==> src/rtl/pnr_pkg.sv <==
// Shared definitions for the PNR ADC FIFO reader: register offsets, CTRL bits,
// FSM state encoding and the DATA valid-bit position.
package pnr_pkg;

  localparam logic [1:0] ADDR_DATA   = 2'd0;
  localparam logic [1:0] ADDR_STATUS = 2'd1;
  localparam logic [1:0] ADDR_POPCNT = 2'd2;
  localparam logic [1:0] ADDR_CTRL   = 2'd3;

  localparam int CTRL_FLUSH = 0;
  localparam int CTRL_CLR   = 1;

  localparam int VALID_BIT = 31;

  typedef enum logic [2:0] {
    IDLE,
    POP,
    WAIT,
    ACK,
    FLUSH
  } state_t;

endpackage

==> src/rtl/pnr_adc_fifo_reader_if.sv <==
// FIFO read port and system register bus of the PNR ADC FIFO reader.
// slave = the reader block, master = the bus/FIFO side driving it.
interface pnr_adc_fifo_reader_if #(
  parameter int ADDR_W   = 20,
  parameter int SAMPLE_W = 14
);

  logic [SAMPLE_W-1:0] fifo_dout;
  logic                fifo_empty;
  logic                fifo_rd_en;
  logic [ADDR_W-1:0]   sys_addr;
  logic [31:0]         sys_wdata;
  logic                sys_wen;
  logic                sys_ren;
  logic [31:0]         sys_rdata;
  logic                sys_ack;
  logic                flushing;

  modport slave (
    input  fifo_dout, fifo_empty, sys_addr, sys_wdata, sys_wen, sys_ren,
    output fifo_rd_en, sys_rdata, sys_ack, flushing
  );

  modport master (
    output fifo_dout, fifo_empty, sys_addr, sys_wdata, sys_wen, sys_ren,
    input  fifo_rd_en, sys_rdata, sys_ack, flushing
  );

endinterface

==> src/rtl/pnr_reader_regdec.sv <==
// Address decode and read-data formatting for the PNR ADC FIFO reader.
// Macro PNR_READER_SIGNEXT_EN: DATA sign-extends the sample up to bit 30.
module pnr_reader_regdec
  import pnr_pkg::*;
#(
  parameter int SAMPLE_W = 14,
  parameter int CNT_W    = 32
) (
  input  logic [1:0]          reg_sel,
  input  logic                flushing,
  input  logic                fifo_empty,
  input  logic [CNT_W-1:0]    pop_cnt,
  input  logic [SAMPLE_W-1:0] sample,
  output logic                is_data,
  output logic                is_ctrl,
  output logic [31:0]         reg_word,
  output logic [31:0]         data_word
);

  assign is_data = (reg_sel == ADDR_DATA);
  assign is_ctrl = (reg_sel == ADDR_CTRL);

  // DATA here is the empty-FIFO answer; popped samples use data_word instead.
  always_comb begin
    reg_word = '0;
    case (reg_sel)
      ADDR_STATUS: reg_word = {30'b0, flushing, fifo_empty};
      ADDR_POPCNT: reg_word = 32'(pop_cnt);
      default:     reg_word = '0;
    endcase
  end

`ifdef PNR_READER_SIGNEXT_EN
  assign data_word = {1'b1, {(VALID_BIT - SAMPLE_W){sample[SAMPLE_W-1]}}, sample};
`else
  assign data_word = {1'b1, {(VALID_BIT - SAMPLE_W){1'b0}}, sample};
`endif

endmodule

==> src/rtl/pnr_adc_fifo_reader.sv <==
// Read side of the PNR ADC sample FIFO: drains samples to the CPU over the
// register bus, reports status and a pop count, and runs hardware flushes.
//
// state | meaning
// IDLE  | waiting for a bus access
// POP   | fifo_rd_en pulsed, FIFO output settling
// WAIT  | capture fifo_dout into read data, bump pop count
// ACK   | sys_ack high for one cycle
// FLUSH | popping every other cycle until the FIFO reports empty
module pnr_adc_fifo_reader
  import pnr_pkg::*;
#(
  parameter int ADDR_W   = 20,
  parameter int SAMPLE_W = 14,
  parameter int CNT_W    = 32
) (
  input  logic ADC_CLK,
  input  logic rstn_i,
  pnr_adc_fifo_reader_if.slave bus
);

  state_t           state_q, state_d;
  logic             gap_q, gap_d;
  logic             ack_q, ack_d;
  logic             rd_en_q, rd_en_d;
  logic             flush_q, flush_d;
  logic [31:0]      rdata_q, rdata_d;
  logic [CNT_W-1:0] pop_cnt_q, pop_cnt_d;

  logic             is_data, is_ctrl;
  logic [31:0]      reg_word, data_word;
  logic             unused_bits;

  assign unused_bits = ^{bus.sys_addr[ADDR_W-1:4], bus.sys_addr[1:0], bus.sys_wdata[31:2]};

  pnr_reader_regdec #(
    .SAMPLE_W (SAMPLE_W),
    .CNT_W    (CNT_W)
  ) u_regdec (
    .reg_sel    (bus.sys_addr[3:2]),
    .flushing   (flush_q),
    .fifo_empty (bus.fifo_empty),
    .pop_cnt    (pop_cnt_q),
    .sample     (bus.fifo_dout),
    .is_data    (is_data),
    .is_ctrl    (is_ctrl),
    .reg_word   (reg_word),
    .data_word  (data_word)
  );

  always_ff @(posedge ADC_CLK or negedge rstn_i) begin
    if (!rstn_i) begin
      state_q   <= IDLE;
      gap_q     <= 1'b0;
      ack_q     <= 1'b0;
      rd_en_q   <= 1'b0;
      flush_q   <= 1'b0;
      rdata_q   <= '0;
      pop_cnt_q <= '0;
    end else begin
      state_q   <= state_d;
      gap_q     <= gap_d;
      ack_q     <= ack_d;
      rd_en_q   <= rd_en_d;
      flush_q   <= flush_d;
      rdata_q   <= rdata_d;
      pop_cnt_q <= pop_cnt_d;
    end
  end

  always_comb begin
    state_d   = state_q;
    gap_d     = gap_q;
    ack_d     = 1'b0;
    rd_en_d   = 1'b0;
    flush_d   = flush_q;
    rdata_d   = rdata_q;
    pop_cnt_d = pop_cnt_q;

    case (state_q)
      IDLE: begin
        gap_d = 1'b0;
        if (bus.sys_wen) begin
          rdata_d = '0;
          if (is_ctrl && bus.sys_wdata[CTRL_CLR])
            pop_cnt_d = '0;
          // A flush write is acknowledged on entry, not when the flush ends.
          if (is_ctrl && bus.sys_wdata[CTRL_FLUSH]) begin
            state_d = FLUSH;
            flush_d = 1'b1;
            ack_d   = 1'b1;
          end else begin
            state_d = ACK;
            ack_d   = 1'b1;
          end
        end else if (bus.sys_ren) begin
          if (is_data && !bus.fifo_empty) begin
            state_d = POP;
            rd_en_d = 1'b1;
          end else begin
            rdata_d = reg_word;
            state_d = ACK;
            ack_d   = 1'b1;
          end
        end
      end

      POP: state_d = WAIT;

      WAIT: begin
        rdata_d   = data_word;
        pop_cnt_d = pop_cnt_q + CNT_W'(1);
        state_d   = ACK;
        ack_d     = 1'b1;
      end

      ACK: state_d = IDLE;

      FLUSH: begin
        if (bus.sys_ren && !bus.sys_wen) begin
          rdata_d = '0;
          ack_d   = 1'b1;
        end
        // Gap cycle after each pop lets fifo_empty catch up before deciding again.
        if (gap_q) begin
          gap_d = 1'b0;
        end else if (!bus.fifo_empty) begin
          rd_en_d = 1'b1;
          gap_d   = 1'b1;
        end else begin
          state_d = IDLE;
          flush_d = 1'b0;
        end
      end

      default: state_d = IDLE;
    endcase
  end

  assign bus.fifo_rd_en = rd_en_q;
  assign bus.sys_ack    = ack_q;
  assign bus.sys_rdata  = rdata_q;
  assign bus.flushing   = flush_q;

endmodule
==> src/flat_wrapper.sv <==
// flat-port wrapper written by rule: the top's interface ports become plain ports
module pnr_adc_fifo_reader_flat import pnr_pkg::*;
#(
  parameter int ADDR_W   = 20,
  parameter int SAMPLE_W = 14,
  parameter int CNT_W    = 32
)
  (ADC_CLK, rstn_i, bus_fifo_dout, bus_fifo_empty, bus_sys_addr, bus_sys_wdata, bus_sys_wen, bus_sys_ren, bus_fifo_rd_en, bus_sys_rdata, bus_sys_ack, bus_flushing);
  pnr_adc_fifo_reader_if #(.ADDR_W(ADDR_W), .SAMPLE_W(SAMPLE_W)) bus_i ();
  input  logic ADC_CLK;
  input  logic rstn_i;
  input wire logic [$bits(bus_i.fifo_dout)-1:0] bus_fifo_dout;
  input wire logic [$bits(bus_i.fifo_empty)-1:0] bus_fifo_empty;
  input wire logic [$bits(bus_i.sys_addr)-1:0] bus_sys_addr;
  input wire logic [$bits(bus_i.sys_wdata)-1:0] bus_sys_wdata;
  input wire logic [$bits(bus_i.sys_wen)-1:0] bus_sys_wen;
  input wire logic [$bits(bus_i.sys_ren)-1:0] bus_sys_ren;
  output wire logic [$bits(bus_i.fifo_rd_en)-1:0] bus_fifo_rd_en;
  output wire logic [$bits(bus_i.sys_rdata)-1:0] bus_sys_rdata;
  output wire logic [$bits(bus_i.sys_ack)-1:0] bus_sys_ack;
  output wire logic [$bits(bus_i.flushing)-1:0] bus_flushing;
  assign bus_i.fifo_dout = bus_fifo_dout;
  assign bus_i.fifo_empty = bus_fifo_empty;
  assign bus_i.sys_addr = bus_sys_addr;
  assign bus_i.sys_wdata = bus_sys_wdata;
  assign bus_i.sys_wen = bus_sys_wen;
  assign bus_i.sys_ren = bus_sys_ren;
  assign bus_fifo_rd_en = bus_i.fifo_rd_en;
  assign bus_sys_rdata = bus_i.sys_rdata;
  assign bus_sys_ack = bus_i.sys_ack;
  assign bus_flushing = bus_i.flushing;
  pnr_adc_fifo_reader #(.ADDR_W(ADDR_W), .SAMPLE_W(SAMPLE_W), .CNT_W(CNT_W)) u_core (.ADC_CLK(ADC_CLK), .rstn_i(rstn_i), .bus(bus_i));
endmodule
==> config.mk <==
export PLATFORM = sky130hd
export DESIGN_NAME = pnr_adc_fifo_reader_flat
export DESIGN_NICKNAME = d
export VERILOG_FILES = /design/src/rtl/pnr_pkg.sv /design/src/rtl/pnr_adc_fifo_reader_if.sv /design/src/rtl/pnr_reader_regdec.sv /design/src/rtl/pnr_adc_fifo_reader.sv /design/src/flat_wrapper.sv
export SDC_FILE = /design/constraint.sdc
export NUM_CORES = 1
export LEC_CHECK = 0
export BUFFER_PORTS_ARGS = -buffer_cell sky130_fd_sc_hd__buf_2
export CORE_MARGIN = 1
export CORE_UTILIZATION = 40
export CTS_CLUSTER_SIZE = 14
export DETAILED_ROUTE_END_ITERATION = 12
export HOLD_SLACK_MARGIN = 0.08
export SYNTH_ARGS = -nofsm -noshare
export SYNTH_HDL_FRONTEND = slang
export SYNTH_SLANG_ARGS = --single-unit
==> constraint.sdc <==
create_clock -name ADC_CLK -period 3.7 [get_ports ADC_CLK]
set_clock_uncertainty 0.1 [all_clocks]
set_input_delay 0.185 -clock ADC_CLK [delete_from_list [all_inputs] [get_ports ADC_CLK]]
set_output_delay 0.185 -clock ADC_CLK [all_outputs]
set_load 0.02 [all_outputs]
==> flow_summary.html <==
<table>
<tr><th>Metric</th><th>Value</th></tr>
<tr><th colspan="2">Die</th></tr>
<tr><td>Count of boundary I/O pins</td><td>106</td></tr>
<tr><td>Chip Height</td><td>97.62 um</td></tr>
<tr><td>Die area</td><td>9530 um^2</td></tr>
<tr><td>Placeable core region</td><td>8806 um^2</td></tr>
<tr><td>Die span in x</td><td>97.62 um</td></tr>
<tr><td>Starting density of the core</td><td>0.4153</td></tr>
<tr><td>Row count</td><td>34</td></tr>
<tr><th colspan="2">Outcome</th></tr>
<tr><td>Violated checks</td><td>design-rule violations</td></tr>
<tr><td>Status</td><td>finished, violations left</td></tr>
<tr><th colspan="2">Detailed routing</th></tr>
<tr><td>Drt wl/cell</td><td>16.36 um</td></tr>
<tr><td>Total iterations of the first detailed-routing run</td><td>8</td></tr>
<tr><td>Routed vias</td><td>3122</td></tr>
<tr><td>Final ANT Viol Nets</td><td>0</td></tr>
<tr><td>Detailed Route Iter0 Violations</td><td>101</td></tr>
<tr><td>Detailed-route wire length</td><td>8.734 mm</td></tr>
<tr><td>DRC violation count after routing</td><td>5</td></tr>
<tr><td>Number of vias per cell after detailed routing</td><td>5.846</td></tr>
<tr><th colspan="2">Layout</th></tr>
<tr><td>Fraction of final layout cells with drive strength greater than 1</td><td>0.2136</td></tr>
<tr><td>Antenna diode count</td><td>0</td></tr>
<tr><td>Final cell area excluding filler cells</td><td>4333 um^2</td></tr>
<tr><td>Layout-stage area growth over the synthesis result</td><td>18.47%</td></tr>
<tr><td>Nets</td><td>497</td></tr>
<tr><td>Filler Cell Count</td><td>849</td></tr>
<tr><th colspan="2">Logic synthesis</th></tr>
<tr><td>Sequential area share after synthesis</td><td>0.4858</td></tr>
<tr><td>Proportion of netlist area held by the largest area contributor</td><td>0.4858</td></tr>
<tr><td>Warnings, synthesis</td><td>0</td></tr>
<tr><td>Commonest cells post-synth</td><td>sky130_fd_sc_hd__dfrtp_1, sky130_fd_sc_hd__nand2_1, sky130_fd_sc_hd__a22o_1, sky130_fd_sc_hd__a21oi_1, sky130_fd_sc_hd__o21ai_0</td></tr>
<tr><td>Async S/R FF share, synth</td><td>1.000</td></tr>
<tr><td>Number of synthesized register bits</td><td>71</td></tr>
<tr><td>Mean instance size in the synthesized netlist</td><td>10.16 um^2</td></tr>
<tr><td>Number of distinct library cells after synthesis</td><td>48</td></tr>
<tr><td>Library cell with the highest instance count after synthesis</td><td>sky130_fd_sc_hd__dfrtp_1</td></tr>
<tr><td>Top area cells in the synthesized netlist</td><td>sky130_fd_sc_hd__dfrtp_1, sky130_fd_sc_hd__a22o_1, sky130_fd_sc_hd__nand2_1</td></tr>
<tr><td>Netlist area before placement</td><td>3657 um^2</td></tr>
<tr><td>Syn nets</td><td>436</td></tr>
<tr><td>Primary FF master, synth</td><td>sky130_fd_sc_hd__dfrtp_1</td></tr>
<tr><td>Leading area contributor after synthesis</td><td>sky130_fd_sc_hd__dfrtp_1</td></tr>
<tr><td>Count of flip-flops with a built-in enable after synthesis</td><td>0</td></tr>
<tr><td>Number of standard cells after synthesis</td><td>360</td></tr>
<tr><th colspan="2">CTS</th></tr>
<tr><td>H-tree levels</td><td>3</td></tr>
<tr><td>Number of buffers inserted during clock tree synthesis</td><td>9</td></tr>
<tr><td>TritonCTS Sinks</td><td>71</td></tr>
<tr><td>Clock tree root buffer cell</td><td>sky130_fd_sc_hd__clkbuf_8</td></tr>
<tr><td>Clock Path Buffers</td><td>2</td></tr>
<tr><td>Clock Pin Slew Worst Setup and Hold Paths</td><td>0.08 ns</td></tr>
<tr><td>Clock insertion delay at the later pin of the skew report</td><td>0.35 ns</td></tr>
<tr><td>TritonCTS clock tree</td><td>yes</td></tr>
<tr><th colspan="2">Run</th></tr>
<tr><td>Number of maximum-capacitance constraint violations</td><td>0</td></tr>
<tr><th colspan="2">STA</th></tr>
<tr><td>Slew at the pin closest to its max-slew limit</td><td>1.002 ns</td></tr>
<tr><td>Worst relative slew slack</td><td>0.3295</td></tr>
<tr><td>Final-report setup violation count</td><td>0</td></tr>
<tr><td>Crit share post-route</td><td>0.6729</td></tr>
<tr><td>Minimum clock period after layout</td><td>2.490 ns</td></tr>
<tr><td>Unrepaired setup endpoints after global routing</td><td>no</td></tr>
<tr><td>Hold violation total from the final report</td><td>0</td></tr>
<tr><td>Max frequency</td><td>401.7 MHz</td></tr>
<tr><td>Summed negative setup slack over all endpoints</td><td>0 ns</td></tr>
<tr><td>Max-slew violation count</td><td>0</td></tr>
<tr><th colspan="2">Placed design</th></tr>
<tr><td>IO buf count</td><td>57</td></tr>
<tr><td>GPL Wtd Cong</td><td>0.7695</td></tr>
<tr><td>Instance area after placement</td><td>3971 um^2</td></tr>
<tr><td>Post-detailed-placement half-perimeter wirelength</td><td>5.874 mm</td></tr>
<tr><th colspan="2">Power and ir drop</th></tr>
<tr><td>Overall Power</td><td>2642 uW</td></tr>
<tr><td>Static leakage</td><td>0.001935 uW</td></tr>
<tr><td>Peak supply drop</td><td>0.4047 mV</td></tr>
<tr><td>PwrDens</td><td>609.6 nW/um^2</td></tr>
<tr><th colspan="2">Setup path</th></tr>
<tr><td>Category of the most critical setup path</td><td>reg2reg</td></tr>
<tr><td>Required time of the critical path</td><td>3.78 ns</td></tr>
<tr><td>Worst Setup Start Kind</td><td>flip-flop</td></tr>
<tr><td>Maximum fanout along the worst path</td><td>14</td></tr>
<tr><td>Kind of capture point of the worst setup path</td><td>flip-flop</td></tr>
<tr><td>Data arrival time of the critical path</td><td>2.57 ns</td></tr>
<tr><th colspan="2">GRT</th></tr>
<tr><td>Largest net degree at the start of global routing</td><td>56</td></tr>
<tr><td>Total routing usage reported by global routing</td><td>0.2020</td></tr>
<tr><td>Leftover overflow at the end of global routing</td><td>0</td></tr>
<tr><td>Via count of the first global-routing pass</td><td>3070</td></tr>
<tr><td>Number of antenna violations at the first check in global routing</td><td>0</td></tr>
<tr><td>Wire length of the first global-routing pass</td><td>15.29 mm</td></tr>
<tr><th colspan="2">Min path</th></tr>
<tr><td>Path type of the worst min-delay path</td><td>in2reg</td></tr>
</table>
## metrics by stage
step	hold slack (ns)	instances	util	setup slack, ns
after detailed placement	0.03229	504	0.4510	1.253
after global routing	0.1055	534	0.4920	0.9848
after global placement	0.02947	504	0.4510	1.173
final	0.09729	534	0.4920	1.210
after CTS	0.08831	534	0.4920	1.219
after floorplan	-0.2106	360	-	1.892
## worst max-delay path, stage by stage, from the launching register on
cell and delay, ns:
sky130_fd_sc_hd__dfrtp_1 0.55, sky130_fd_sc_hd__nor2_1 0.37, sky130_fd_sc_hd__nand2_1 0.35, sky130_fd_sc_hd__nor2_1 0.86
sky130_fd_sc_hd__a21oi_1 0.08
## final timing paths
| kind | startpoint | to | slack (ns) | cells past startpoint |
|---|---|---|---|---|
| max in group asynchronous | rstn_i | u_core.bus.sys_rdata[23]$_DFFE_PN0P_ | 2.28 | 3 |
| worst max register to register | u_core.state_q[2]$_DFFE_PN0P_ | u_core.pop_cnt_q[16]$_DFFE_PN0P_ | 1.21 | 4 |
| min in group asynchronous | rstn_i | u_core.pop_cnt_q[9]$_DFFE_PN0P_ | 0.18 | 2 |
| worst max-delay path | u_core.state_q[2]$_DFFE_PN0P_ | u_core.pop_cnt_q[16]$_DFFE_PN0P_ | 1.21 | 4 |
| worst min-delay path | bus_fifo_dout[7] | u_core.bus.sys_rdata[7]$_DFFE_PN0P_ | 0.1 | 3 |
| worst min register to register | u_core.bus.sys_rdata[1]$_DFFE_PN0P_ | u_core.bus.sys_rdata[1]$_DFFE_PN0P_ | 0.39 | 2 |
## sequential cells by signal, summed over array words and instances, names as in the netlist
name / cells
u_core.bus.sys_ack: 1
u_core.gap_q: 1
u_core.state_q: 3
u_core.bus.fifo_rd_en: 1
u_core.bus.sys_rdata: 32
u_core.bus.flushing: 1
u_core.pop_cnt_q: 32
## power breakdown
group | leakage [uW] | total (uW) | switching [uW] | internal, uW
combinational | 0.000876 | 917 | 571 | 346
sequential | 0.000942 | 1030 | 120 | 907
clock | 0.000116 | 697 | 302 | 396
## layer usage
layer  global-route usage  up-vias  share of wire
met5                    0        -              0
met4              0.05128        0         0.0082
met3              0.05108        8          0.036
met2               0.3110       62           0.46
met1               0.2837     1563           0.50
li1                     -     1489              -
## placed cells by master (no fill, tap or decap), types with 3 or more instances in the layout
cell	count
sky130_fd_sc_hd__a21oi_1	20
sky130_fd_sc_hd__o21ai_0	17
sky130_fd_sc_hd__or3_1	3
sky130_fd_sc_hd__o211ai_1	13
sky130_fd_sc_hd__inv_1	8
sky130_fd_sc_hd__a2bb2oi_1	13
sky130_fd_sc_hd__nand4_1	10
sky130_fd_sc_hd__buf_2	57
sky130_fd_sc_hd__nand3_2	3
sky130_fd_sc_hd__or4_1	12
sky130_fd_sc_hd__nand3_1	14
sky130_fd_sc_hd__and4_1	5
sky130_fd_sc_hd__nand2b_1	6
sky130_fd_sc_hd__clkbuf_8	10
sky130_fd_sc_hd__dfrtp_1	71
sky130_fd_sc_hd__nand2_1	35
sky130_fd_sc_hd__and3_1	7
sky130_fd_sc_hd__ha_1	5
sky130_fd_sc_hd__and2_1	3
sky130_fd_sc_hd__or2_2	3
sky130_fd_sc_hd__mux2i_1	5
sky130_fd_sc_hd__buf_4	5
sky130_fd_sc_hd__clkinv_2	3
sky130_fd_sc_hd__o31ai_1	13
sky130_fd_sc_hd__nor2_1	11
sky130_fd_sc_hd__dlygate4sd3_1	14
sky130_fd_sc_hd__o21a_1	4
sky130_fd_sc_hd__nor3_1	4
sky130_fd_sc_hd__a22o_1	22
## cells by family after synthesis
family                     synth area share
AOI/OAI and AO/OA                    0.2296
xor gates and xnor gates           0.004790
adders and majority gates           0.01711
buffers and inverters               0.04755
DFF                                  0.4858
muxes                               0.01369
and+or+nand+nor                      0.2015
## final cells by class
cell class              count  area, um^2  share of cell area
flip-flops and latches     71        1777              0.4100
clock buffers              10       137.6             0.03176
multi-input cells         255        1707              0.3939
repair buffers             76       462.9              0.1068
well taps                 108       135.1             0.03119
inverters                   8       30.03            0.006930
clock inverters             6       83.83             0.01935
## what timing repair did
item	CTS	global route
endpoints found under the hold margin	29	0
gates resized for setup	0	0
buffers inserted	0	0
hold buffers	14	0
setup endpoints to repair	0	0
(Power assumes the default switching activity.)
